===== src/rtl/id_stage_pipe.sv =====
// id_stage_pipe: registered RV32I decode stage with valid/ready on both sides,
// a 2-entry skid buffer (or single register) and an early JAL redirect to IF.

// Fallback instruction-ID codes, used when defines.v is not compiled ahead of this file.
`ifndef InstIDDepth
`define InstIDDepth 6
`endif
`ifndef ID_LUI
`define ID_LUI   1
`define ID_AUIPC 2
`define ID_JAL   3
`define ID_JALR  4
`define ID_BEQ   5
`define ID_BNE   6
`define ID_BLT   7
`define ID_BGE   8
`define ID_BLTU  9
`define ID_BGEU  10
`define ID_LB    11
`define ID_LH    12
`define ID_LW    13
`define ID_LBU   14
`define ID_LHU   15
`define ID_SB    16
`define ID_SH    17
`define ID_SW    18
`define ID_ADDI  19
`define ID_SLTI  20
`define ID_SLTIU 21
`define ID_XORI  22
`define ID_ORI   23
`define ID_ANDI  24
`define ID_SLLI  25
`define ID_SRLI  26
`define ID_SRAI  27
`define ID_ADD   28
`define ID_SUB   29
`define ID_SLL   30
`define ID_SLT   31
`define ID_SLTU  32
`define ID_XOR   33
`define ID_SRL   34
`define ID_SRA   35
`define ID_OR    36
`define ID_AND   37
`endif

module id_stage_pipe #(
  parameter int PC_W    = 32,
  parameter int ID_W    = `InstIDDepth,
  parameter bit SKID_EN = 1'b1
) (
  input  logic            clk,
  input  logic            rst,
  input  logic            flush,
  input  logic            in_vld,
  output logic            in_rdy,
  input  logic [31:0]     in_inst,
  input  logic [PC_W-1:0] in_pc,
  output logic            out_vld,
  input  logic            out_rdy,
  output logic [4:0]      out_rs1,
  output logic [4:0]      out_rs2,
  output logic [4:0]      out_rd,
  output logic [31:0]     out_imm,
  output logic [ID_W-1:0] out_instID,
  output logic [PC_W-1:0] out_pc,
  output logic            out_illegal,
  output logic            jmp_vld,
  output logic [PC_W-1:0] jmp_addr
);

  typedef struct packed {
    logic [4:0]      rs1;
    logic [4:0]      rs2;
    logic [4:0]      rd;
    logic [31:0]     imm;
    logic [ID_W-1:0] id;
    logic [PC_W-1:0] pc;
    logic            ill;
  } ent_t;

  ent_t main_q, main_d, skid_q, skid_d, dec;
  logic main_vld_q, main_vld_d, skid_vld_q, skid_vld_d;
  logic in_xfer, out_xfer;

  logic [6:0]      opc;
  logic [2:0]      f3;
  logic [6:0]      f7;
  logic [31:0]     imm_i, imm_s, imm_b, imm_u, imm_j, imm_v;
  logic [ID_W-1:0] id_v;
  logic            is_jal;

  assign opc = in_inst[6:0];
  assign f3  = in_inst[14:12];
  assign f7  = in_inst[31:25];

  assign imm_i = {{20{in_inst[31]}}, in_inst[31:20]};
  assign imm_s = {{20{in_inst[31]}}, in_inst[31:25], in_inst[11:7]};
  assign imm_b = {{19{in_inst[31]}}, in_inst[31], in_inst[7], in_inst[30:25], in_inst[11:8], 1'b0};
  assign imm_u = {in_inst[31:12], 12'b0};
  assign imm_j = {{12{in_inst[31]}}, in_inst[19:12], in_inst[20], in_inst[30:21], 1'b0};

  // Instruction decode: anything not matched leaves id_v at 0 and is flagged illegal.
  always_comb begin
    id_v   = '0;
    imm_v  = '0;
    is_jal = 1'b0;
    case (opc)
      7'h37: begin id_v = ID_W'(`ID_LUI);   imm_v = imm_u; end
      7'h17: begin id_v = ID_W'(`ID_AUIPC); imm_v = imm_u; end
      7'h6F: begin id_v = ID_W'(`ID_JAL);   imm_v = imm_j; is_jal = 1'b1; end
      7'h67: if (f3 == 3'd0) begin id_v = ID_W'(`ID_JALR); imm_v = imm_i; end
      7'h63: begin
        imm_v = imm_b;
        case (f3)
          3'd0: id_v = ID_W'(`ID_BEQ);
          3'd1: id_v = ID_W'(`ID_BNE);
          3'd4: id_v = ID_W'(`ID_BLT);
          3'd5: id_v = ID_W'(`ID_BGE);
          3'd6: id_v = ID_W'(`ID_BLTU);
          3'd7: id_v = ID_W'(`ID_BGEU);
          default: ;
        endcase
      end
      7'h03: begin
        imm_v = imm_i;
        case (f3)
          3'd0: id_v = ID_W'(`ID_LB);
          3'd1: id_v = ID_W'(`ID_LH);
          3'd2: id_v = ID_W'(`ID_LW);
          3'd4: id_v = ID_W'(`ID_LBU);
          3'd5: id_v = ID_W'(`ID_LHU);
          default: ;
        endcase
      end
      7'h23: begin
        imm_v = imm_s;
        case (f3)
          3'd0: id_v = ID_W'(`ID_SB);
          3'd1: id_v = ID_W'(`ID_SH);
          3'd2: id_v = ID_W'(`ID_SW);
          default: ;
        endcase
      end
      7'h13: begin
        imm_v = imm_i;
        case (f3)
          3'd0: id_v = ID_W'(`ID_ADDI);
          3'd2: id_v = ID_W'(`ID_SLTI);
          3'd3: id_v = ID_W'(`ID_SLTIU);
          3'd4: id_v = ID_W'(`ID_XORI);
          3'd6: id_v = ID_W'(`ID_ORI);
          3'd7: id_v = ID_W'(`ID_ANDI);
          3'd1: if (f7 == 7'h00) id_v = ID_W'(`ID_SLLI);
          3'd5: if (f7 == 7'h00) id_v = ID_W'(`ID_SRLI);
                else if (f7 == 7'h20) id_v = ID_W'(`ID_SRAI);
          default: ;
        endcase
      end
      7'h33: begin
        if (f7 == 7'h00) begin
          case (f3)
            3'd0: id_v = ID_W'(`ID_ADD);
            3'd1: id_v = ID_W'(`ID_SLL);
            3'd2: id_v = ID_W'(`ID_SLT);
            3'd3: id_v = ID_W'(`ID_SLTU);
            3'd4: id_v = ID_W'(`ID_XOR);
            3'd5: id_v = ID_W'(`ID_SRL);
            3'd6: id_v = ID_W'(`ID_OR);
            default: id_v = ID_W'(`ID_AND);
          endcase
        end else if (f7 == 7'h20) begin
          if (f3 == 3'd0) id_v = ID_W'(`ID_SUB);
          else if (f3 == 3'd5) id_v = ID_W'(`ID_SRA);
        end
      end
      default: ;
    endcase
    if (id_v == '0) imm_v = '0;
  end

  // Pack the decoded fields into one entry.
  always_comb begin
    dec     = '0;
    dec.rs1 = in_inst[19:15];
    dec.rs2 = in_inst[24:20];
    dec.rd  = in_inst[11:7];
    dec.imm = imm_v;
    dec.id  = id_v;
    dec.pc  = in_pc;
    dec.ill = (id_v == '0);
  end

  // in_rdy comes straight from the skid flop, so EX back-pressure never reaches IF combinationally.
  assign in_rdy   = SKID_EN ? !skid_vld_q : (!main_vld_q || out_rdy);
  assign in_xfer  = in_vld && in_rdy;
  assign out_xfer = main_vld_q && out_rdy;

  assign jmp_vld  = in_xfer && !flush && is_jal;
  assign jmp_addr = jmp_vld ? (in_pc + PC_W'($signed(imm_j))) : '0;

  // Occupancy update: skid refills main when it drains; otherwise new data lands in the free slot.
  always_comb begin
    main_d     = main_q;
    skid_d     = skid_q;
    main_vld_d = main_vld_q;
    skid_vld_d = skid_vld_q;
    if (flush) begin
      main_vld_d = 1'b0;
      skid_vld_d = 1'b0;
    end else if (!main_vld_q || out_xfer) begin
      if (skid_vld_q) begin
        main_d     = skid_q;
        main_vld_d = 1'b1;
        skid_vld_d = 1'b0;
      end else begin
        main_vld_d = in_xfer;
        if (in_xfer) main_d = dec;
      end
    end else if (in_xfer) begin
      skid_d     = dec;
      skid_vld_d = 1'b1;
    end
  end

  // Entry registers.
  always_ff @(posedge clk) begin
    if (rst) begin
      main_q     <= '0;
      skid_q     <= '0;
      main_vld_q <= 1'b0;
      skid_vld_q <= 1'b0;
    end else begin
      main_q     <= main_d;
      skid_q     <= skid_d;
      main_vld_q <= main_vld_d;
      skid_vld_q <= skid_vld_d;
    end
  end

  assign out_vld     = main_vld_q;
  assign out_rs1     = main_q.rs1;
  assign out_rs2     = main_q.rs2;
  assign out_rd      = main_q.rd;
  assign out_imm     = main_q.imm;
  assign out_instID  = main_q.id;
  assign out_pc      = main_q.pc;
  assign out_illegal = main_q.ill;

endmodule


===== config.mk =====
export PLATFORM = sky130hd
export DESIGN_NAME = id_stage_pipe
export DESIGN_NICKNAME = d
export VERILOG_FILES = /design/src/rtl/id_stage_pipe.sv
export SDC_FILE = /design/constraint.sdc
export NUM_CORES = 1
export LEC_CHECK = 0
export ABC_CLOCK_PERIOD_IN_PS = 3800
export BUFFER_PORTS_ARGS = -buffer_cell sky130_fd_sc_hd__buf_4
export CORE_MARGIN = 2
export CORE_UTILIZATION = 45
export CTS_BUF_LIST = sky130_fd_sc_hd__clkbuf_16
export DETAILED_ROUTE_END_ITERATION = 10
export GPL_TIMING_DRIVEN = 0
export PLACE_DENSITY = 0.79
export SLEW_MARGIN = 20
export SYNTH_ARGS = -nofsm -noshare
export SYNTH_HDL_FRONTEND = slang
export SYNTH_SLANG_ARGS = --single-unit
export TNS_END_PERCENT = 5

===== constraint.sdc =====
create_clock -name clk -period 3.8 [get_ports clk]
set_input_delay 0.38 -clock clk [delete_from_list [all_inputs] [get_ports clk]]
set_output_delay 0.38 -clock clk [all_outputs]
set_load 0.01 [all_outputs]

[After elaboration in Yosys (flattened, before gate mapping)]
Cells that the tools add are included.
Storage, ports and cells
  register bits after elaboration: 174
  input port bits: 69
  logic and storage cells: 76
  output and inout port bits: 121
Operators by class
  reduce and logical (&&, ||, !) cells: 18
  add/subtract/negate cells: 1
  equality and inequality tests: 17
  mux-type cells: 22
  bitwise gates (word level): 2
Operators by type and width (number)
  32-bit case mux with 6 select lines: 1
  86-bit 2-to-1 mux: 2
  32-bit 2-to-1 mux: 3
  6-bit case mux with 9 select lines: 1
  6-bit case mux with 8 select lines: 1
  6-bit case mux with 7 select lines: 1
  32-bit adder: 1
  7-bit by 6-bit equality test with 1-bit output (second input constant): 4
  6-bit 2-to-1 mux: 4
  4-bit case mux with 6 select lines: 1
  7-bit equality test (second input constant): 3
  4-bit case mux with 5 select lines: 1
  5-bit 2-to-1 mux: 3
  5-bit case mux with 3 select lines: 1
  7-bit by 5-bit equality test with 1-bit output (second input constant): 2
  3-bit equality test (second input constant): 4
  7-bit by 2-bit equality test with 1-bit output (second input constant): 1
  7-bit zero test: 1
  3-bit by 2-bit equality test with 1-bit output (second input constant): 2
  6-bit zero test: 1
  3-bit AND reduction: 2
  2-bit OR reduction: 3
  1-bit logical AND: 4
  3-bit by 1-bit equality test with 1-bit output (second input constant): 1
  other kinds (8): 12

[Depth between registers and ports, before layout]
Gate-level depths: netlist of run 1.
  word-level depth: 10
  gate-level depth with buffers: 12
  depth with buffers taken out: 11

[Worst setup path after synthesis of run 1]
No wires, ideal clock.
  path type: input -> output
  start: input in_inst[27]
  end: output jmp_addr[30]
  arrival time: 2549 ps
  buffers on the path: 0
  setup slack: 871 ps
  stages on the path: 10
  data required time: 3420 ps
  cells stage by stage: ha_1 > a2111oi_0 > o21ai_1 > a41oi_1 > o21ai_2 > a21oi_4 > o31ai_1 > a221oi_1 > xor2_1 > nor2_1
Between the ends
  longest elaborated chain between the ends: 2
RTL lines
  start: declaration: line 58  | input logic [31:0] in_inst,
  32-bit adder: line 201  | assign jmp_addr = jmp_vld ? (in_pc + PC_W'($signed(imm_j))) : '0;
  32-bit 2-to-1 mux: line 201
  end: declaration: line 70  | output logic [PC_W-1:0] jmp_addr
No other way between the ends.

[Worst setup path in the final report of run 1]
  start: input in_inst[21]
  end: output jmp_addr[31]
Same word-level chain as after synthesis.

==> metrics.yaml, run 1 <==
status: "complete, no violations"
hp-start: "flush"
boundaryPins: 190
grt_use_total_pct: 28.0
synth_top_area_share_pct: 37.5
worstMarginPinSlew_ps: 896
crit_path_top_delay_cell: "fa_1"
dp_hpwl_microns: 23600
max_clock_freq_ghz: 0.285
wl_per_cell_microns: 18.9
critPathBufInv: 2
maxSlewHeadroom_pct: 39.8
ys_top_cells_by_area: "dfxtp_1, a21oi_1, nor2_1, a211oi_1, nand2_1"
dr_total_vias: 9662
yosysWarnings: 0
synth_edf_count: 0
min_path_cells: 2
portBuffers: 187
crit_chain: "buf_4 -> ha_1 -> fa_1 -> a211oi_1 -> nor2_1 -> o31a_1 -> o2bb2ai_1 -> o2111ai_1 -> and4_1 -> a21oi_1 -> xnor2_1 -> nor2_1 -> buf_4"
synth_top_area_cell: "dfxtp_1"
async_flop_share_pct: 0
cts_sinks: 174
crit_arrival_ps: 3120
startpoint: "in_inst[21]"
dieArea_sq_um: 21800
dp_slack_ps: 233
crit_type: "input pin to output pin"
slowest_delay_ps: 440
insertion_delay_ps: 440
numCtsBuffers: 17
synth_commonest_cells: "dfxtp_1, a21oi_1, nor2_1, nand2_1, clkbuf_1"
hold_viol_final: 0
rows: 52
irDropWorstVdd_mv: 0.323
cap_violations: 0
dr.pass1.iters: 7
clk_pin_slew_ps: 70
total_power_mw: 4.43
drive_gt1_share_pct: 18.8
htreeDepth: 4
fin_setup_tns_ps: 0
ys_ff_latch: 174
hold_path.class: "input pin to flip-flop"
core_area_sq_um: 20200
syn_nets: 1263
grt_pass1_wl_microns: 48200
fin_crit_ps: 3500
synth_cell_types: 72
min_period_over_period_pct: 92.2
finalWirelength_microns: 31300
power_switching_mw: 1.28
routabilityCongestion: 1.01
cts_tree: "done"
seq_area_sq_um: 3480
fillCellCount: 1833
nNetsFinal: 1469
seqPwrFrac_pct: 42.9
switching_share_pct: 29.0
p_int_mw: 3.15
path_max_fanout: 5
antenna_cells: 0
cts_root_buf: "clkbuf_16"
setup_viol: 0
die_y_microns: 148
antenna_left: 0
cts_buffer_depth: 2
cp_num_cells: 13
drt_iter0_markers: 805
fin_ws_ps: 297
cp.required_ps: 3420
die_w_microns: 148
yosysSeqAreaShare_pct: 37.5
antenna_found_initial: 0
area_growth_pct: 25.3
ys.flop_type: "dfxtp_1"
power_frac_clock_pct: 41.0
grt-ovfl-total: 0
reg2reg_from: "out_vld"
skew_ps: 5.45
vias_per_cell: 5.85
critPathTopFamily: "compound AO/OA/AOI/OAI gates"
multi_input_area_sq_um: 5410
netlist_instances: 1163
startpoint_type: "input pin"
endpoint_kind: "output pin"
grt_max_degree: 18
p_leak_nw: 4.47
slew_viol_final: 0
post_cts_buffers: 0
remaining_drc_errors: 0
synth.most_common_cell: "dfxtp_1"
grt_pass1_vias: 8956
rsz0062_at_grt: "false"
start_util_pct: 45.9
pwr_density_cell_nw_per_um2: 380
pwr-share-comb_pct: 16.1
postSynthAreaPerCell_sq_um: 7.98
rr_worst_depth: 6
syn_area_sq_um: 9290
-- kinds of logic (layout without fill, tap and decap cells) --
kind of cell	Yosys count	count (layout)	share of synthesized area, %
simple gates	430	430	21.5
flops	174	174	37.5
mux	50	50	5.39
fa+ha+maj	31	31	4.26
compound gates	353	353	24.7
buf+inv	100	319	4.33
xor+xnor	25	25	2.36
-- path summary, 6_finish.rpt --
| check | slack, ps | end |
|---|---|---|
| worst max-delay path | 300 | jmp_addr[31] |
| worst min-delay path | 130 | out_vld |
| worst max register to register | 890 | out_instID[1] |
| worst min register to register | 450 | skid_q[3] |
-- worst reg2reg max path: stages, from the launching register on --
cell,delay [ps]
dfxtp_1,320
nor2b_1,170
nor3_1,610
clkbuf_1,670
clkbuf_1,660
o211ai_1,230
a21oi_1,180
-- what timing repair did --
| item | 4_1_cts | 5_1_grt |
|---|---|---|
| hold buffers | 0 | 0 |
| gates resized for setup | 0 | 1 |
| endpoints found under the setup margin | 0 | 2 |
-- per-layer routing --
metal  vias to the layer above  GRT usage (%)  share of wire (%)
li1                       4623              -                  -
met3                        78           6.02                9.0
met5                         -              0                  0
met4                         0           11.3                3.1
met2                       471           45.3                 46
met1                      4490           36.6                 41
-- flip-flops by register name, indices dropped and copies added (netlist names) --
signal       cells
out_illegal      1
out_imm         32
out_instID       6
skid_q          86
out_rs1          5
out_pc          32
out_vld          1
out_rs2          5
out_rd           5
skid_vld_q       1
-- power by group through the flow --
stage	clock, mW	combinational, mW	sequential [mW]
global placement	0	0.683	1.94
CTS	1.81	0.699	1.90
finish	1.81	0.713	1.90
floorplan	0	0.397	1.95
detailed placement	0	0.694	1.94
global route	1.90	0.774	1.90
-- cell usage in the layout, fill, tap and decap left out, types with 7 or more instances in the layout --
master     count
o2bb2ai_1      7
o21ai_0       32
nand2b_1       9
a22oi_1        9
a21oi_1      155
xor2_1        15
nand2_1      135
nand3_1       17
clkbuf_1      71
ha_1          30
nor3_1        43
a211oi_1      70
o22ai_2       10
buf_4        188
and3_1        29
buf_2         12
xnor2_1       10
clkbuf_16     17
inv_1         11
dfxtp_1      174
nor2_1       141
nor4_1        14
nor2b_1        7
o211ai_1       8
a21o_1        10
mux2i_1       50
-- metrics by stage --
stage | std cells | hold WS, ps | area (sq um) | utilization (%)
global placement | 1620 | 435 | 11000 | 54.5
finish | 1652 | 132 | 11600 | 57.5
global route | 1652 | 125 | 11600 | 57.5
CTS | 1652 | 124 | 11600 | 57.5
floorplan | 1163 | 428 | 9290 | -
detailed placement | 1620 | 441 | 11000 | 54.5
-- area by class of cell --
| cell class | instances | area share, % |
|---|---|---|
| Multi-Input combinational cell | 889 | 46.5 |
| Sequential cell | 174 | 29.9 |
| Timing Repair Buffer | 187 | 12.1 |
| Clock buffer | 17 | 3.66 |
| Buffer | 88 | 3.06 |
| Tap cell | 270 | 2.90 |
| Clock inverter | 15 | 1.54 |
| Inverter | 12 | 0.387 |
No activity file was read; power rests on OpenSTA's default activity.
==> run 2, diff against run 1 <==
--- a/config.mk
+++ b/config.mk
@@ -5,6 +5,7 @@
 export SDC_FILE = /design/constraint.sdc
 export NUM_CORES = 1
 export LEC_CHECK = 0
+export ABC_AREA = 1
 export ABC_CLOCK_PERIOD_IN_PS = 3800
 export BUFFER_PORTS_ARGS = -buffer_cell sky130_fd_sc_hd__buf_4
 export CORE_MARGIN = 2
@@ -12,7 +13,7 @@
 export CTS_BUF_LIST = sky130_fd_sc_hd__clkbuf_16
 export DETAILED_ROUTE_END_ITERATION = 10
 export GPL_TIMING_DRIVEN = 0
-export PLACE_DENSITY = 0.79
+export PLACE_DENSITY = 0.78
 export SLEW_MARGIN = 20
 export SYNTH_ARGS = -nofsm -noshare
 export SYNTH_HDL_FRONTEND = slang
==> run 2 against run 1 <==
  * Total power down 1.4%
  * Highest routed layer unchanged
  * Hold slack improved by 19 ps
  * Non-clock buffer count fell by 1
  * Final cell count grew 18%
  * Clock power is 2% lower
  * Largest power group unchanged
  * Sequential share of layout area shrank 0.64 points
  * Clock skew increased by 10 ps
  * Routed wire length increased by 5.7%
  * Synthesized cell count rose by 26%
==> metrics.yaml, run 2 <==
rr_worst_depth: 6
use_met1_pct: 38.0
final_core_util_pct: 56.9
antenna_cells: 0
status: "complete, no violations"
postSynthAreaPerCell_sq_um: 6.53
grt_pass1_wl_microns: 51400
setup_viol: 0
yosysWarnings: 0
start_util_pct: 45.7
multi_input_area_sq_um: 5280
reg2reg_from: "skid_vld_q"
postCtsResizedCells: 0
fin_ws_ps: 566
p_leak_nw: 5.67
finalWirelength_microns: 33100
hold_viol_final: 0
crit_end: "jmp_addr[20]"
syn_nets: 1560
cp_num_cells: 11
fillCellCount: 2061
dp_slack_ps: 778
syn_area_sq_um: 9540
ys_ff_latch: 174
largest_register_ffs: 86
grt_pass1_vias: 9800
fin_setup_tns_ps: 0
area_growth_pct: 24.7
hold_path.class: "input pin to flip-flop"
insertion_delay_ps: 450
dr_total_vias: 10800
cts_root_buf: "clkbuf_16"
use_met3_pct: 4.79
holdBufCountCts: 0
maxSlewHeadroom_pct: 41.3
total_power_mw: 4.36
crit_type: "flip-flop to output pin"
grt_use_total_pct: 29.4
min_period_over_period_pct: 85.1
synth_edf_count: 0
ys_top_cells_by_area: "dfxtp_1, nand2_1, o21ai_0, a21oi_1, nor2_1"
remaining_drc_errors: 0
numCtsBuffers: 17
cts_sinks: 174
drt_iter0_markers: 811
cp.required_ps: 3420
synth_top_area_cell: "dfxtp_1"
antenna_found_initial: 0
rsz0062_at_grt: "false"
irDropWorstVdd_mv: 0.236
die_y_microns: 150
core_area_sq_um: 20900
routabilityCongestion: 1.02
ys.flop_type: "dfxtp_1"
cts_buffer_depth: 2
die_w_microns: 150
startpoint: "skid_vld_q"
cts_tree: "done"
async_flop_share_pct: 0
r2r-end: "out_pc[5]"
cap_violations: 0
critPathBufInv: 6
final_common_cell: "nand2_1"
pwr_density_cell_nw_per_um2: 367
fin_crit_ps: 3230
synth.most_common_cell: "nand2_1"
htreeDepth: 4
boundaryPins: 190
synth_cell_types: 40
rows: 53
post_cts_buffers: 0
fin_area_sq_um: 11900
top_usage_layer: "met2"
r2r_slack_ps: 1010
top_register: "skid_q"
crit_arrival_ps: 2850
nNetsFinal: 1767
min_path_cells: 2
clk_pin_slew_ps: 70
path_max_fanout: 10
grt_max_degree: 19
synth_commonest_cells: "nand2_1, o21ai_0, nor2_1, dfxtp_1, a21oi_1"
seq_area_sq_um: 3480
yosysSeqAreaShare_pct: 36.5
dr.pass1.iters: 5
endpoint_kind: "output pin"
portBuffers: 188
startpoint_type: "flip-flop"
skew_ps: 15.9
grt-ovfl-total: 0
slowest_delay_ps: 380
place_area_sq_um: 11300
dp_hpwl_microns: 25800
worstMarginPinSlew_ps: 876
slew_viol_final: 0
dieArea_sq_um: 22400
antenna_left: 0
mostFrequentLayoutCells: "nand2_1, buf_4, o21ai_0"
crit_chain: "clkbuf_1 -> inv_2 -> nand2_1 -> nor2_1 -> inv_1 -> nor2_1 -> clkbuf_1 -> buf_2 -> o21ai_0 -> a21oi_1 -> buf_4"
drive_gt1_share_pct: 15.0
max_clock_freq_ghz: 0.309
wl_per_cell_microns: 16.9
crit_path_top_delay_cell: "clkbuf_1"
critPathTopFamily: "buffers and inverters"
synth_top_area_share_pct: 36.5
use_met2_pct: 48.2
netlist_instances: 1460
vias_per_cell: 5.51
run 2: changes by cell type in the layout (fill, tap and decap cells not counted), moves of 10 or more:
cell,before,now
nor2_1,141,187
and3_1,29,0
inv_1,11,100
xor2_1,15,1
a31oi_1,4,51
nor3_1,43,6
o21ai_0,32,188
a211oi_1,70,2
nor4_1,14,2
nand2_1,135,361
o22ai_2,10,0
nand3_1,17,36
mux2i_1,50,0
run 2: metrics by stage:
step                cells  hold slack, ps
global placement     1923             447
finish               1955             151
detailed placement   1923             453
CTS                  1955             145
global route         1955             156
floorplan            1460             436
run 2: worst min-delay path by stage:
stage,to,start
floorplan,skid_q[33],skid_q[33]
global placement,skid_q[35],skid_q[35]
detailed placement,skid_q[33],skid_q[33]
CTS,skid_vld_q,flush
global route,skid_vld_q,flush
finish,skid_vld_q,flush
run 2: cell type report:
class	instances	share of cell area (%)
buffer	86	3.16
timing repair buffer	188	11.9
inverter	107	3.38
clock inverter	15	1.46
sequential	174	29.3
multi-input combinational	1093	44.4
clock buffer	17	3.58
tap	275	2.89
run 2: power breakdown:
part	leakage (nW)	total (mW)	switching [mW]	internal, mW
Sequential	1.41	1.90	0.0322	1.87
Clock	0.293	1.77	0.837	0.938
Combinational	3.96	0.685	0.431	0.255
run 2: logic make-up after synthesis:
| group | share of synthesized area (%) |
|---|---|
| AND/OR/NAND/NOR | 25.7 |
| adder cells (fa/ha/maj) | 4.15 |
| AO/OA/AOI/OAI | 24.9 |
| XOR/XNOR | 0.551 |
| buffers and inverters | 8.15 |
| flip-flops | 36.5 |
run 2: per-layer routing:
layer | share of wire, % | wire length [microns] | vias up
li1 | - | - | 5278
met1 | 42 | 13700 | 4900
met2 | 46 | 15200 | 506
met3 | 8.2 | 2710 | 91
met4 | 4.3 | 1420 | 0
met5 | 0 | 0 | -
run 2: worst register-to-register path, cell delays in order, from the launching register on:
cell and delay, ps:
dfxtp_1 310, clkbuf_1 370, nor2_1 160, nor3_2 730, clkbuf_1 450, clkbuf_1 470
a31oi_1 160
==> run 3, diff against run 2 <==
--- a/config.mk
+++ b/config.mk
@@ -14,6 +14,7 @@
 export DETAILED_ROUTE_END_ITERATION = 10
 export GPL_TIMING_DRIVEN = 0
 export PLACE_DENSITY = 0.78
+export RECOVER_POWER = 25
 export SLEW_MARGIN = 20
 export SYNTH_ARGS = -nofsm -noshare
 export SYNTH_HDL_FRONTEND = slang
==> run 3 against run 2 <==
  * Register-to-register slack got worse by 20 ps
  * Highest routed layer unchanged
  * Global-route usage stayed put
  * Maximum frequency is essentially flat
  * Hold slack better by 4.1 ps
  * Largest power group unchanged
  * Non-clock buffer count stayed put
  * Clock-buffer cell count did not move
==> metrics.yaml, run 3 (same netlist as run 2, synthesis figures left out) <==
skew_ps: 14.5
min_period_over_period_pct: 85.0
hold_path.class: "input pin to flip-flop"
core_area_sq_um: 20900
vias_per_cell: 5.52
area_growth_pct: 21.9
fin_area_sq_um: 11600
remaining_drc_errors: 0
antenna_found_initial: 0
dp_hpwl_microns: 25800
startpoint_type: "flip-flop"
drive_gt1_share_pct: 10.8
r2r_slack_ps: 990
insertion_delay_ps: 440
routabilityCongestion: 1.02
rsz0062_at_grt: "false"
slew_viol_final: 0
clk_pin_slew_ps: 70
mostFrequentLayoutCells: "nand2_1, o21ai_0, nor2_1"
die_y_microns: 150
grt-ovfl-total: 0
maxSlewHeadroom_pct: 41.5
cts_sinks: 174
dieArea_sq_um: 22400
cts_tree: "done"
setup_viol: 0
post_cts_buffers: 0
grt_use_total_pct: 29.4
crit_arrival_ps: 2850
max_clock_freq_ghz: 0.309
hold_viol_final: 0
fin_setup_tns_ps: 0
path_max_fanout: 10
grt_max_degree: 19
dr_total_vias: 10800
cts_buffer_depth: 2
numCtsBuffers: 17
largest_register_ffs: 86
p_leak_nw: 5.37
finalWirelength_microns: 33200
portBuffers: 188
grt_pass1_wl_microns: 51400
start_util_pct: 45.7
fillCellCount: 2156
top_register: "skid_q"
htreeDepth: 4
wl_per_cell_microns: 17.0
final_common_cell: "nand2_1"
status: "complete, no violations"
rows: 53
cp.required_ps: 3420
pwr_density_cell_nw_per_um2: 374
place_area_sq_um: 11300
crit_type: "flip-flop to output pin"
die_w_microns: 150
boundaryPins: 190
worstMarginPinSlew_ps: 873
antenna_cells: 0
endpoint_kind: "output pin"
fin_crit_ps: 3230
nNetsFinal: 1767
grt_pass1_vias: 9800
dr.pass1.iters: 5
drt_iter0_markers: 901
cts_root_buf: "clkbuf_16"
holdBufCountCts: 0
cap_violations: 0
postCtsResizedCells: 0
irDropWorstVdd_mv: 0.237
antenna_left: 0
## run 3: final cells by class
cell class / instances / area, sq um / area share, %
Multi-Input combinational cell: 1093 / 5280 / 45.4
Sequential cell: 174 / 3480 / 30.0
Timing Repair Buffer: 188 / 1140 / 9.85
Clock buffer: 17 / 425 / 3.66
Inverter: 107 / 402 / 3.45
Buffer: 86 / 375 / 3.23
Tap cell: 275 / 344 / 2.96
Clock inverter: 15 / 174 / 1.50
## run 3: path summary, 6_finish.rpt
check	startpoint	end	cells after the start
worst min-delay path	flush	skid_vld_q	2
worst max register to register	skid_vld_q	out_pc[5]	6
worst max-delay path	skid_vld_q	jmp_addr[20]	11
worst min register to register	skid_q[33]	skid_q[33]	2
## run 3: critical path: stages, from the launching register on
cell and delay, ps:
dfxtp_1 300, clkbuf_1 240, inv_2 230, nand2_1 70, nor2_1 80, inv_1 70, nor2_1 220, clkbuf_1 370
buf_2 320, o21ai_0 130, a21oi_1 220, buf_4 170
## run 3: routing by layer
metal	part of all wire [%]	vias up	GRT usage [%]	wire length [microns]
met2	46	499	48.2	15200
met3	8.0	97	4.79	2640
li1	-	5286	-	-
met1	42	4903	38.0	14000
met4	4.4	0	13.0	1450
met5	0	-	0	0
## run 3: metrics by stage
step	utilization (%)	setup slack (ps)	hold slack, ps	power, mW	instances
5_1_grt	55.7	370	156	4.50	1955
6_report	55.7	569	155	4.34	1955
2_1_floorplan	-	1310	436	2.34	1460
3_5_place_dp	54.1	778	453	2.62	1923
3_3_place_gp	54.1	773	447	2.61	1923
4_1_cts	56.9	624	145	4.35	1955
## run 3: power by group
group	switching (mW)	internal [mW]
Clock	0.836	0.938
Combinational	0.432	0.235
Sequential	0.0322	1.87
Total	1.30	3.05
